`src/rtl/uart_tx_monitor.sv`:
```
// UART sink for uart0_tx: deserialises 8N1 frames, flags framing errors,
// collects characters into a line buffer and counts received bytes.
module uart_tx_monitor #(
  parameter int DIV      = 868,
  parameter int LINE_MAX = 64,
  parameter int LW       = $clog2(LINE_MAX + 1),
  parameter int AW       = $clog2(LINE_MAX)
) (
  input  logic          clk,
  input  logic          rst_n,
  input  logic          rxd,
  output logic [7:0]    byte_o,
  output logic          byte_vld_o,
  output logic          frame_err_o,
  output logic          line_done_o,
  output logic [LW-1:0] line_len_o,
  input  logic [AW-1:0] rd_addr_i,
  output logic [7:0]    rd_data_o,
  output logic [31:0]   rx_cnt_o
);
  localparam int CW = $clog2(DIV);
  localparam logic [CW-1:0] CNT_ZERO = {CW{1'b0}};
  localparam logic [CW-1:0] CNT_ONE  = CW'(1);
  localparam logic [CW-1:0] HALF_M1  = CW'(DIV / 2 - 1);
  localparam logic [CW-1:0] FULL_M1  = CW'(DIV - 1);
  localparam logic [LW-1:0] PTR_ZERO = {LW{1'b0}};
  localparam logic [LW-1:0] PTR_ONE  = LW'(1);
  localparam logic [LW-1:0] LEN_MAX  = LW'(LINE_MAX);

  typedef enum logic [2:0] {IDLE, START, DATA, STOP, WAIT_HI} state_t;

  state_t        state_r;
  logic [CW-1:0] cnt_r;
  logic [2:0]    bit_r;
  logic [7:0]    shift_r;
  logic          sync1_r;
  logic          rxs_r;
  logic          prev_r;
  logic          fall_s;
  logic [LW-1:0] wr_ptr_r;
  logic          store_s;
  logic [7:0]    buf_r [LINE_MAX];

  // Two-flop synchroniser on rxd plus a delayed copy for falling-edge detection
  always_ff @(posedge clk or negedge rst_n) begin
    if (!rst_n) begin
      sync1_r <= 1'b1;
      rxs_r   <= 1'b1;
      prev_r  <= 1'b1;
    end else begin
      sync1_r <= rxd;
      rxs_r   <= sync1_r;
      prev_r  <= rxs_r;
    end
  end

  assign fall_s  = ~rxs_r & prev_r;
  assign store_s = byte_vld_o && (byte_o != 8'h0D) && (byte_o != 8'h0A);

  // Frame FSM: samples each bit at its centre, cnt counts down to the next sample
  always_ff @(posedge clk or negedge rst_n) begin
    if (!rst_n) begin
      state_r     <= IDLE;
      cnt_r       <= CNT_ZERO;
      bit_r       <= 3'd0;
      shift_r     <= 8'h00;
      byte_o      <= 8'h00;
      byte_vld_o  <= 1'b0;
      frame_err_o <= 1'b0;
      rx_cnt_o    <= 32'd0;
    end else begin
      byte_vld_o  <= 1'b0;
      frame_err_o <= 1'b0;
      case (state_r)
        IDLE: begin
          if (fall_s) begin
            cnt_r   <= HALF_M1;
            state_r <= START;
          end
        end
        START: begin
          if (cnt_r != CNT_ZERO) begin
            cnt_r <= cnt_r - CNT_ONE;
          end else if (!rxs_r) begin
            cnt_r   <= FULL_M1;
            bit_r   <= 3'd0;
            state_r <= DATA;
          end else begin
            state_r <= IDLE;
          end
        end
        DATA: begin
          if (cnt_r != CNT_ZERO) begin
            cnt_r <= cnt_r - CNT_ONE;
          end else begin
            shift_r <= {rxs_r, shift_r[7:1]};
            cnt_r   <= FULL_M1;
            bit_r   <= bit_r + 3'd1;
            if (bit_r == 3'd7) begin
              state_r <= STOP;
            end
          end
        end
        STOP: begin
          if (cnt_r != CNT_ZERO) begin
            cnt_r <= cnt_r - CNT_ONE;
          end else if (rxs_r) begin
            byte_o     <= shift_r;
            byte_vld_o <= 1'b1;
            rx_cnt_o   <= rx_cnt_o + 32'd1;
            state_r    <= IDLE;
          end else begin
            frame_err_o <= 1'b1;
            state_r     <= WAIT_HI;
          end
        end
        // A stuck-low line (break) is absorbed here until it returns high
        WAIT_HI: begin
          if (rxs_r) begin
            state_r <= IDLE;
          end
        end
        default: begin
          state_r <= IDLE;
        end
      endcase
    end
  end

  // Line assembly: CR dropped, LF or a full buffer closes the line
  always_ff @(posedge clk or negedge rst_n) begin
    if (!rst_n) begin
      wr_ptr_r    <= PTR_ZERO;
      line_len_o  <= PTR_ZERO;
      line_done_o <= 1'b0;
    end else begin
      line_done_o <= 1'b0;
      if (byte_vld_o && (byte_o == 8'h0A)) begin
        line_len_o  <= wr_ptr_r;
        wr_ptr_r    <= PTR_ZERO;
        line_done_o <= 1'b1;
      end else if (store_s && ((wr_ptr_r + PTR_ONE) == LEN_MAX)) begin
        line_len_o  <= LEN_MAX;
        wr_ptr_r    <= PTR_ZERO;
        line_done_o <= 1'b1;
      end else if (store_s) begin
        wr_ptr_r <= wr_ptr_r + PTR_ONE;
      end
    end
  end

  // Line buffer storage, deliberately not reset
  always_ff @(posedge clk) begin
    if (store_s) begin
      buf_r[wr_ptr_r[AW-1:0]] <= byte_o;
    end
  end

  // Combinational buffer read, out-of-range addresses return zero
  always_comb begin
    rd_data_o = 8'h00;
    if (int'(rd_addr_i) < LINE_MAX) begin
      rd_data_o = buf_r[rd_addr_i];
    end else begin
      rd_data_o = 8'h00;
    end
  end
endmodule

```
`config.mk`:
```
export PLATFORM = sky130hd
export DESIGN_NAME = uart_tx_monitor
export DESIGN_NICKNAME = d
export VERILOG_FILES = /design/src/rtl/uart_tx_monitor.sv
export SDC_FILE = /design/constraint.sdc
export NUM_CORES = 1
export LEC_CHECK = 0
export ABC_AREA = 0
export CAP_MARGIN = 10
export CORE_ASPECT_RATIO = 1.4
export CORE_MARGIN = 2
export CORE_UTILIZATION = 50
export CTS_CLUSTER_DIAMETER = 30
export CTS_CLUSTER_SIZE = 20
export DETAILED_ROUTE_END_ITERATION = 7
export PLACE_DENSITY = 0.69
export SLEW_MARGIN = 25
export SYNTH_ARGS = -nofsm -noshare
export SYNTH_HDL_FRONTEND = slang
export SYNTH_SLANG_ARGS = --single-unit
```
`constraint.sdc`:
```
create_clock -name clk -period 3.4 [get_ports clk]
set_clock_uncertainty 0.2 [all_clocks]
set_input_delay 0.85 -clock clk [delete_from_list [all_inputs] [get_ports clk]]
set_output_delay 0.85 -clock clk [all_outputs]
set_load 0.01 [all_outputs]
```
# Word level (Yosys, flattened, before mapping)
# Memories as Yosys holds them, arrays and structs flattened.
# Cells that the tools add are included.
[op_classes] n_addsub=4 n_mul=0 div_mod_pow=0 magnitude_cmp=0 eq_ne=18 n_shift=0 muxes=34 bitwise_logic=3 n_reduce_logical=15
[ops] operator="10-bit 2-to-1 mux" count=5
[ops] operator="10-bit one-hot mux with 4 select lines" count=1
[ops] operator="7-bit 2-to-1 mux" count=5
[ops] operator="32-bit by 1-bit adder with 32-bit output (second input constant)" count=1
[ops] operator="3-bit 2-to-1 mux" count=10
[ops] operator="2-bit inequality test (second input constant)" count=8
[ops] operator="8-bit by 4-bit inequality test with 1-bit output (second input constant)" count=2
[ops] operator="3-bit one-hot mux with 5 select lines" count=1
[ops] operator="1-bit 2-to-1 mux" count=10
[ops] operator="10-bit nonzero test" count=1
[ops] operator="10-bit by 1-bit subtractor with 10-bit output (second input constant)" count=1
[ops] operator="8-bit by 4-bit equality test with 1-bit output (second input constant)" count=1
[ops] operator="4-bit AND reduction" count=2
[ops] operator="7-bit by 1-bit adder with 7-bit output (second input constant)" count=1
[ops] operator="7-bit equality test (second input constant)" count=1
[ops] operator="3-bit by 2-bit equality test with 1-bit output (second input constant)" count=2
[ops] operator="3-bit equality test (second input constant)" count=2
[ops] operator="3-bit one-hot mux with 2 select lines" count=1
[ops] operator="6-bit AND reduction" count=1
[ops] operator="1-bit logical AND" count=4
[ops] operator="2-bit nonzero test" count=2
[ops] operator="4-bit nonzero test" count=1
[ops] operator="3-bit by 1-bit adder with 3-bit output (second input constant)" count=1
[ops] operator="3-bit by 1-bit equality test with 1-bit output (second input constant)" count=1
[ops] operator="8 further kinds" count=9
[totals] regBits=84 latch_bits=0 mem_bits_rw=512 mem_bits_ro=0 inputBits=9 output_inout_bits=58 elab_cells=89 memories=1
[mem_list] memory="buf_r" words=64 word_bits=8 read_ports=1 rd_ports_with_merged_regs=0 wr=1 line="42" text="logic [7:0] buf_r [LINE_MAX];"

# Longest topological paths before layout
[depth] depth_word=6 depth_mapped=9 depth_no_buf=7

# Worst setup path after synthesis
# Ideal clock, no wire load.
[synth_path] path_type="input -> output" from="input port rd_addr_i[0]" to="output port rd_data_o[0]" t_arrival_ns=2.646 required_time_ns=2.350 slack_ns=-0.296 cell_stages=8 n_path_buf=3 path_cell_list="buf_2 -> buf_4 -> buf_2 -> mux4_2 -> a221oi_1 -> o21ai_0 -> nand3_1 -> o31ai_1"
[synth_between] elab_chain_cells=1
[synth_rtl] item="start, declared" line="17" text="input logic [AW-1:0] rd_addr_i,"
[synth_rtl] item="memory 64 x 8 bit"
[synth_rtl] item="end, declared" line="18" text="output logic [7:0] rd_data_o,"
# Every way passes these cells.

# Worst setup path after layout
[layout_path] from="input port rd_addr_i[0]" to="output port rd_data_o[3]"
# The elaborated chain is that of the path after synthesis.

==> key figures <==
Run status
  • Status: finished, violations left
  • Failing checks: negative setup slack

Power and ir drop
  • PwrDens: between 500 and 600 nW/um^2
  • Clock Power Share: between 50 and 60%
  • Reg power frac: 44.5%
  • Pint: 13,860 uW
  • Net switching power: 4072 uW
  • Switching Share: 22.71%
  • LEAKAGE: around 0.011 uW
  • Peak supply drop: roughly 0.36 mV
  • Final Power: between 15,000 and 20,000 uW
  • Logic pwr share: ~3.9%

Timing
  • Relative slew slack: about two fifths
  • Setup-failing EPs final: 8
  • Final hold violation count: 0
  • Unrepaired setup endpoints after global routing: true
  • Hold Slack: roughly 75 ps
  • Slew @ Worst Pin: 906.9 ps
  • Final worst path period need: between 3000 and 4000 ps
  • Max frequency: ~270 MHz
  • Final Cycle Share: 109.1%
  • Final number of max-transition violations: 0
  • Setup TNS: -2032 ps
  • Min setup slack post-route: -308.4 ps

Critical path
  • R2r startpoint: byte_o[2]
  • R2R Setup Slk: around 470 ps
  • Critical Path Max Stage Delay: about 480 ps
  • Worst setup EP type: primary output
  • CP Launch Type: primary input
  • CP cell instances: buf_16 > buf_16 > buf_12 > mux4_2 > mux2i_1 > buf_4 > a211oi_2 > a311o_1 > buf_2
  • Slowest CP cell: mux4_2
  • CP required: 2350 ps
  • WP data arrival: approximately 2700 ps
  • Crit Path Class: in2out
  • Crit path max fanout: 8
  • Crit-path most repeated cell: buf_16
  • FF-to-FF End: buf_r[47][4]
  • R2R cell count: 5

Die
  • Die Span Y: 262.2 um
  • Core area: about 47,000 sq um
  • Die area: just under 50,000 sq um
  • Initial Util: roughly half
  • # IOs: 67
  • Row count: between 90 and 100
  • DIE WIDTH: between 150 and 200 um

Synth
  • Synth top area cells: edfxtp_1 65%, mux4_2 12%, dfrtp_1 8.5%
  • FF+latch count, synth: 596
  • Syn avg cell area: approximately 19 sq um
  • Post-Syn Area: 23,810 sq um
  • Number of synthesized flops with an enable pin: 512
  • Post-synth top flop: edfxtp_1
  • Mapped Nets: roughly 1,300
  • Async SR Flop Fraction: between 10% and 20%
  • Ys Warns: 0
  • Seq/Total Area, Yosys: 73.42%
  • Post-synth cell types: 74
  • Dominant cell type by area after synthesis: edfxtp_1
  • Share of the synthesized area in the top cell type: 64.57%
  • Syn Inst Count: around 1,300

GRT
  • Initial antenna violation count: 0
  • Vias in the first global route: 14,090
  • Largest net degree at the start of global routing: 67
  • First-pass GRT wire length: roughly 88,000 um
  • Total track usage: 24.14%
  • GRT Residual Overflow: 0

Hold path
  • Hold Crit Class: in2async

Drt
  • Vias per cell: between 5 and 6
  • Drt drc: 0
  • Routed wire length: between 50,000 and 60,000 um
  • DR WL/cell: about 26 um
  • Via count: 13,390
  • Final ANT Viol Nets: 0
  • Iter 0 DRT Violations: 1,310
  • Router iterations before antenna repair: 5

CTS
  • Clk sinks: around 600
  • Root Driver: clkbuf_16
  • CTS max path bufs: 3
  • CTS tree: yes
  • CTS H-tree depth: 3
  • Total CTS buffers: 87
  • Clk pin slew, worst setup/hold paths: around 50 ps
  • Clk_lat worst skew: 620 ps

Finish
  • Antenna cells: 0
  • Cell Count, Final, Fillers Out: 2,264
  • NumNets Final: 1,582
  • Synth-to-layout area growth: 27.39%
  • Layout cells sized above 1: between 30% and 40%
  • Fin util: roughly 64%

Job
  • Max Cap Viol: 0

Placement
  • Port bufs: 66
  • Dpl cells: roughly 2,100
  • Routability Congestion: between 0.9 and 1
  • Dpl hpwl: approximately 36,000 um
-- routing by layer --
layer  vias to the layer above  share of wire (%)  global-route usage, %
met5                         -                  0                      0
met4                         0                5.2                  12.37
met3                       152                6.8                  4.696
met2                       605                 52                  41.81
met1                      6858                 36                  28.71
li1                       5777                  -                      -
-- what timing repair did --
action	CTS	global route
pin swaps	21	11
endpoints found under the setup margin	8	9
gates resized for setup	140	14
buffers inserted	15	9
hold buffers	0	0
cloned	6	0
-- power groups by stage --
stage               sequential, uW  combinational, uW  clock [uW]
finish                        7980                707        9250
global route                  7990                765        9690
CTS                           7980                691        9360
detailed placement            8120                598           0
global placement              8120                583           0
floorplan                     8100                397           0
-- flip-flops by register name (all words and copies together) (netlist names) --
signal,count
byte_vld_o,1
state_r,3
buf_r,512
cnt_r,10
bit_r,3
wr_ptr_r,7
line_done_o,1
byte_o,8
shift_r,8
rxs_r,1
line_len_o,7
rx_cnt_o,32
sync1_r,1
frame_err_o,1
prev_r,1
-- Yosys cell counts, drive strengths merged (2+ instances only) --
cell type	number
clkbuf	35
nand2b	7
edfxtp	512
dfstp	3
a22oi	4
nor2	94
o221ai	8
a221oi	6
mux2i	23
and4	2
dfrtp	81
a21oi	17
nand2	48
a311oi	2
or3b	2
nor3b	3
o31ai	2
or3	7
nand3b	4
or2	4
a211oi	11
nand4	16
mux2	18
buf	35
and3	7
and2	3
inv	16
a311o	2
a22o	11
o211ai	2
nor2b	9
o22ai	20
o41ai	3
xnor2	15
o21ai	28
nor3	19
mux4	128
nand3	24
o22a	2
or4	2
a31oi	2
xor2	18
nor4	7
ha	5
-- layout make-up --
cell class / instances / area (sq um)
multi-input combinational: 597 / 6311
fill: 3132 / 16710
timing repair buffer: 270 / 2597
clock buffer: 91 / 2202
inverter: 16 / 60.06
tap: 624 / 780.7
clock inverter: 70 / 890.9
sequential: 596 / 17490
-- worst max-delay path: cells and delay by family --
| family | cells | cell delay (ps) |
|---|---|---|
| mux | 2 | 620 |
| compound gates | 2 | 430 |
| buf+inv | 5 | 740 |
-- kinds of logic (layout without fill, tap and decap cells) --
family                   Yosys count  after routing  synth area share, %
flip-flops                       596            596                73.42
AND/OR/NAND/NOR                  261            261                5.675
multiplexers                     169            169                13.93
AO/OA/AOI/OAI                    129            129                3.741
buffers and inverters             86            447                1.766
XOR/XNOR                          33             33                1.214
adder cells (fa/ha/maj)            5              5               0.2627
-- through the flow --
stage / setup slack [ps] / instance area [sq um]
4_1_cts: -337.2 / 30200
3_3_place_gp: -1035 / 26360
5_1_grt: -353.2 / 30330
3_5_place_dp: -949.1 / 26360
2_1_floorplan: -17.55 / 23910
6_report: -308.4 / 30330
-- worst max-delay path by stage --
stage	start	to	cells past startpoint
6_report	rd_addr_i[0]	rd_data_o[3]	9
5_1_grt	rd_addr_i[0]	rd_data_o[5]	9
4_1_cts	rd_addr_i[0]	rd_data_o[0]	7
3_5_place_dp	rd_addr_i[0]	rd_data_o[0]	7
3_3_place_gp	rd_addr_i[0]	rd_data_o[0]	7
2_1_floorplan	rd_addr_i[1]	rd_data_o[2]	8
-- layout by cell type, fill, tap and decap left out, drive strengths merged, types with 23 or more instances in the layout --
master and count:
edfxtp 512, buf 214, mux4 128, nor2 94, clkbuf 92, dfrtp 81
clkdlybuf4s50 52, nand2 48, inv 44, o21ai 28, nand3 24, mux2i 23
clkinv 23
Note: power is estimated with default switching activity, not from simulation.
